File: src/rtl/wb_pkg.sv
// wb_pkg: shared types and constants for the writeback queue slice.
//   wb_entry_t : one queued register-file write {rd, data}
//   REG_ZERO   : architectural zero register; writes to it are discarded
//   XLEN       : register data width
package wb_pkg;

   localparam int XLEN = 32;
   localparam logic [4:0] REG_ZERO = 5'd0;

   typedef struct packed {
      logic [4:0]      rd;
      logic [XLEN-1:0] data;
   } wb_entry_t;

endpackage

File: src/rtl/wb_fwd_match.sv
// wb_fwd_match: searches queued writeback entries for a register select.
// Ports:
//   entries : queue contents in age order, index 0 = oldest (head)
//   valid   : per-slot occupancy mask, same ordering as entries
//   sel     : decode-stage source register select
//   hit     : some valid entry targets sel (never for the zero register)
//   data    : data of the youngest matching entry, zero when no hit
module wb_fwd_match
   import wb_pkg::*;
#(
   parameter int DEPTH = 4
) (
   input  wb_entry_t [DEPTH-1:0] entries,
   input  logic [DEPTH-1:0]      valid,
   input  logic [4:0]            sel,
   output logic                  hit,
   output logic [XLEN-1:0]       data
);

   // Walking oldest to youngest lets the last match win, which gives the
   // youngest pending value without an explicit priority encoder.
   always_comb begin
      hit  = 1'b0;
      data = '0;
      if (sel != REG_ZERO) begin
         for (int i = 0; i < DEPTH; i++) begin
            if (valid[i] && (entries[i].rd == sel)) begin
               hit  = 1'b1;
               data = entries[i].data;
            end
         end
      end
   end

endmodule

File: src/rtl/wb_unit.sv
// wb_unit: in-order writeback queue merging a load/multicycle result channel
// (mem_*) and a single-cycle ALU channel (ex_*) into one register file write
// port, with optional bypass of queued, not-yet-written results.
// Ports:
//   clk, rst                          : clock, async active-high reset
//   mem_valid/mem_ready/mem_rd/mem_data : older result channel
//   ex_valid/ex_ready/ex_rd/ex_data     : younger result channel
//   wb_hold                           : stalls the register file write
//   WE, writePortSEL, writePort       : register file write port (head entry)
//   readPort1SEL/readPort2SEL         : decode source selects for bypass
//   fwd1_hit/fwd1_data/fwd2_hit/fwd2_data : bypass results
//   empty, full, count                : queue status
// Configuration macro: WB_FWD_EN builds the bypass search; without it the
// fwd outputs are tied to zero.
module wb_unit
   import wb_pkg::*;
#(
   parameter int DEPTH = 4
) (
   input  logic                   clk,
   input  logic                   rst,
   input  logic                   mem_valid,
   output logic                   mem_ready,
   input  logic [4:0]             mem_rd,
   input  logic [XLEN-1:0]        mem_data,
   input  logic                   ex_valid,
   output logic                   ex_ready,
   input  logic [4:0]             ex_rd,
   input  logic [XLEN-1:0]        ex_data,
   input  logic                   wb_hold,
   output logic                   WE,
   output logic [4:0]             writePortSEL,
   output logic [XLEN-1:0]        writePort,
   input  logic [4:0]             readPort1SEL,
   input  logic [4:0]             readPort2SEL,
   output logic                   fwd1_hit,
   output logic [XLEN-1:0]        fwd1_data,
   output logic                   fwd2_hit,
   output logic [XLEN-1:0]        fwd2_data,
   output logic                   empty,
   output logic                   full,
   output logic [$clog2(DEPTH):0] count
);

   localparam int AW = (DEPTH > 1) ? $clog2(DEPTH) : 1;
   localparam int CW = $clog2(DEPTH) + 1;
   localparam int FW = CW + 1;

   wb_entry_t     store_q [DEPTH];
   logic [AW-1:0] wr_ptr_q, wr_ptr_d;
   logic [AW-1:0] rd_ptr_q, rd_ptr_d;
   logic [CW-1:0] count_q, count_d;
   logic [AW-1:0] ex_slot;
   logic [FW-1:0] free;
   logic          pop, mem_push, ex_push;
   wb_entry_t     head;

   // Readiness counts the slot freed by this cycle's pop, and reserves a
   // slot for mem whenever mem is offering so the older result never loses
   // its place to ex. It deliberately ignores rd so ready has no data path.
   always_comb begin
      pop       = (count_q != '0) && !wb_hold;
      free      = FW'(DEPTH) - FW'(count_q) + FW'(pop);
      mem_ready = (free >= FW'(1));
      ex_ready  = (free >= (mem_valid ? FW'(2) : FW'(1)));
      mem_push  = mem_valid && mem_ready && (mem_rd != REG_ZERO);
      ex_push   = ex_valid && ex_ready && (ex_rd != REG_ZERO);
      ex_slot   = mem_push ? (wr_ptr_q + AW'(1)) : wr_ptr_q;
      wr_ptr_d  = wr_ptr_q + AW'(mem_push) + AW'(ex_push);
      rd_ptr_d  = rd_ptr_q + AW'(pop);
      count_d   = count_q + CW'(mem_push) + CW'(ex_push) - CW'(pop);
   end

   // Pointer and occupancy state; clearing these is enough to drop every
   // queued entry, so the storage itself is left unreset.
   always_ff @(posedge clk or posedge rst) begin
      if (rst) begin
         wr_ptr_q <= '0;
         rd_ptr_q <= '0;
         count_q  <= '0;
      end else begin
         wr_ptr_q <= wr_ptr_d;
         rd_ptr_q <= rd_ptr_d;
         count_q  <= count_d;
      end
   end

   // Entry storage; mem lands ahead of ex when both push in one cycle.
   always_ff @(posedge clk) begin
      if (mem_push) store_q[wr_ptr_q] <= '{rd: mem_rd, data: mem_data};
      if (ex_push)  store_q[ex_slot]  <= '{rd: ex_rd, data: ex_data};
   end

   // Write port is the head entry; forced to zero when empty because the
   // unreset storage may hold stale or undefined contents.
   always_comb begin
      head         = store_q[rd_ptr_q];
      WE           = pop;
      writePortSEL = (count_q == '0) ? REG_ZERO : head.rd;
      writePort    = (count_q == '0) ? '0 : head.data;
      empty        = (count_q == '0);
      full         = (count_q == CW'(DEPTH));
      count        = count_q;
   end

`ifdef WB_FWD_EN
   wb_entry_t [DEPTH-1:0] age_entries;
   logic [DEPTH-1:0]      age_valid;

   // Rotate storage so index 0 is the head; the matcher then only needs
   // a simple oldest-to-youngest scan.
   always_comb begin
      age_entries = '0;
      age_valid   = '0;
      for (int i = 0; i < DEPTH; i++) begin
         age_entries[i] = store_q[rd_ptr_q + AW'(i)];
         age_valid[i]   = (CW'(i) < count_q);
      end
   end

   wb_fwd_match #(.DEPTH(DEPTH)) u_fwd1 (
      .entries(age_entries),
      .valid  (age_valid),
      .sel    (readPort1SEL),
      .hit    (fwd1_hit),
      .data   (fwd1_data)
   );

   wb_fwd_match #(.DEPTH(DEPTH)) u_fwd2 (
      .entries(age_entries),
      .valid  (age_valid),
      .sel    (readPort2SEL),
      .hit    (fwd2_hit),
      .data   (fwd2_data)
   );
`else
   logic unused_fwd_sel;

   assign unused_fwd_sel = ^{readPort1SEL, readPort2SEL};
   assign fwd1_hit  = 1'b0;
   assign fwd1_data = '0;
   assign fwd2_hit  = 1'b0;
   assign fwd2_data = '0;
`endif

endmodule
File: config.mk
export PLATFORM = sky130hd
export DESIGN_NAME = wb_unit
export DESIGN_NICKNAME = d
export VERILOG_FILES = /design/src/rtl/wb_pkg.sv /design/src/rtl/wb_fwd_match.sv /design/src/rtl/wb_unit.sv
export SDC_FILE = /design/constraint.sdc
export NUM_CORES = 1
export LEC_CHECK = 0
export CAP_MARGIN = 0
export CORE_UTILIZATION = 47
export CTS_BUF_LIST = sky130_fd_sc_hd__clkbuf_4 sky130_fd_sc_hd__clkbuf_8
export CTS_CLUSTER_DIAMETER = 60
export DETAILED_ROUTE_END_ITERATION = 10
export GPL_ROUTABILITY_DRIVEN = 0
export MAX_ROUTING_LAYER = met4
export PLACE_DENSITY = 0.86
export SLEW_MARGIN = 0
export SYNTH_ARGS = -nofsm -noshare
export SYNTH_HDL_FRONTEND = slang
export SYNTH_SLANG_ARGS = --single-unit
File: constraint.sdc
create_clock -name clk -period 3.87 [get_ports clk]
set_input_delay 0.774 -clock clk [delete_from_list [all_inputs] [get_ports clk]]
set_output_delay 0.774 -clock clk [all_outputs]
set_load 0.02 [all_outputs]
==> impl_metrics.tcl <==
set metrics [dict create \
    clock_tree.root_cell "clkbuf_8" \
    cp_data_required_time_ps 3100 \
    drc 0 \
    finalWorstSetupSlack_ps 129 \
    synth.area.top_cells "edfxtp_1, mux2_2, mux4_2" \
    overflow 0 \
    fmax_ghz 0.267 \
    yosysSeqAreaShare_pct 53.8 \
    p_total_mw 9.00 \
    netlist_area_mm2 0.00859 \
    ys_async_sr_fraction_pct 4.52 \
    drtAntennaViolNets 0 \
    cts.sinks 155 \
    final_nets 788 \
    clock_skew_ps 9.34 \
    cts_tree "built" \
    fin_crit_sh_pct 96.7 \
    drt-initial-drc-count 376 \
    syn_avg_cell_area_um2 15.9 \
    placed_area_mm2 0.0101 \
    ys_dominant_reg_cell "edfxtp_1" \
    outcome "complete, no violations" \
    cts_buffer_depth 2 \
    die_x_um 137 \
    die_area_mm2 0.0188 \
    crit_buf_inv 3 \
    area_delta_synth_final_pct 22.6 \
    worst_pin_slew_ps 579 \
    synthTopCellsByCount "edfxtp_1, mux2_2, buf_4" \
    start_util_pct 47.8 \
    core_region_area_mm2 0.0180 \
    synth_enable_flop_cells 148 \
    pin_count 200 \
    crit_type "in -> out" \
    leakage_nw 3.77 \
    synth.top_cell.area_share_pct 51.7 \
    timing.setup.tns_ps 0 \
    ir_drop_uv 572 \
    final-hold-violation-count 0 \
    place_hpwl_um 12100 \
    path_cells "clkdlybuf4s50_1 -> or2_2 -> ha_1 -> inv_1 -> ha_1 -> ha_1 -> a221o_1 -> dlygate4sd2_1" \
    powerDensity_mw_per_mm2 855 \
    worst_path_most_repeated_cell "ha_1" \
    whs_ps 545 \
    grt_pass1_vias 5228 \
    cts_buffers 17 \
    htreeDepth 4 \
    slew_violations 0 \
    crit_family "buffers and inverters" \
    portBuffers 123 \
    drive_gt1_share_pct 31.2 \
    fillers 1338 \
    placed_cells 895 \
    die_y_um 137 \
    grt_pass1_wl_um 27900 \
    ys_seq_elements 155 \
    final-setup-viol-count 0 \
    wirelength_um 18200 \
    rsz0062_at_grt "no" \
    dp_slack_ps -155 \
    worst_ep_arrival_time_ps 2970 \
    via_count 4963 \
    synth_most_common_cell "edfxtp_1" \
    slowest_delay_ps 400 \
    firstDrtPassIters 6 \
    viasPerCell 5.35 \
    rows 49 \
    cts_setup_buffers 0 \
    synth.distinct_cells 42 \
    antenna_found_initial 0 \
    fin_cells 927 \
    fin_crit_ps 3740 \
    track_usage_pct 21.3 \
    wl_per_cell_um 19.6 \
    relSlewSlack_pct 61.4 \
    synth_top_cell_by_area "edfxtp_1" \
    holdCritPathClass "reg -> reg" \
    diodes 0 \
    synthCells 540 \
    grt_start_max_net_pins 39 \
    cpMaxStageDelayCell "clkdlybuf4s50_1" \
    fin_util_pct 58.6 \
    stdcell_area_mm2 0.0105 \
    worstSetupStartpointType "primary input" \
    drv_cap 0 \
    clkLatencyLatePin_ps 460 \
    end_kind "output port" \
    worst-path-max-fanout 3 \
    yosys_warnings 0 \
    clk_pin_slew_worst_paths_ps 80 \
]
==> final timing paths <==
check                                 startpoint  depth (start not counted)                     to  slack, ps
max                                      wb_hold                          8               ex_ready        130
min                        wr_ptr_q[1]$_DFF_PP0_                          1  wr_ptr_q[1]$_DFF_PP0_        550
max reg2reg                   count[2]$_DFF_PP0_                         16     count[2]$_DFF_PP0_        440
min reg2reg                wr_ptr_q[1]$_DFF_PP0_                          1  wr_ptr_q[1]$_DFF_PP0_        550
max in group asynchronous                    rst                          2  rd_ptr_q[1]$_DFF_PP0_       3070
min in group asynchronous                    rst                          2     count[0]$_DFF_PP0_        560
==> placed cells by master (no fill, tap or decap), types with 16 or more instances in the layout <==
cell type,n
buf_4,17
edfxtp_1,148
conb_1,66
nor2b_1,39
clkbuf_8,17
mux2_1,44
buf_12,16
mux2_2,104
mux4_2,37
clkdlybuf4s50_1,121
==> report_power, final <==
group	internal (mW)	switching, mW
sequential	2.77	0.267
clock	0.644	0.587
combinational	2.42	2.31
total	5.83	3.17
==> kinds of logic (layout without fill, tap and decap cells) <==
kind of cell	count (synthesis)	in the layout	share of synthesized area, %
AND/OR/NAND/NOR	58	58	4.11
other	1	66	0.0437
multiplexers	185	185	29.1
XOR/XNOR	5	5	0.510
flip-flops	155	155	53.8
adder cells (fa/ha/maj)	14	14	2.13
buffers and inverters	105	198	8.61
AO/OA/AOI/OAI	17	17	1.73
==> layer usage <==
metal  vias up  wire (um)  global-route usage (%)
met5         -          0                       -
met4         0        191                    7.02
met3        17        946                    4.64
met2       206       9510                    34.8
met1      2518       7530                    26.2
li1       2222          -                       -
==> sequential cells by signal (all words and copies together) (netlist names) <==
register,cells
store_q,148
count,3
rd_ptr_q,2
wr_ptr_q,2
==> what timing repair did <==
action | CTS | global route
endpoints found under the setup margin | 1 | 1
hold buffers | 0 | 0
gates resized for setup | 1 | 1
==> cell type report <==
type / count / area, um^2 / share of cell area (%)
clock buffer: 19 / 249 / 2.36
clock inverter: 13 / 150 / 1.43
inverter: 10 / 37.5 / 0.357
multi-input combinational: 345 / 3500 / 33.3
sequential: 155 / 4620 / 43.9
tap: 229 / 287 / 2.72
timing repair buffer: 156 / 1680 / 16.0
(Power assumes the default switching activity.)
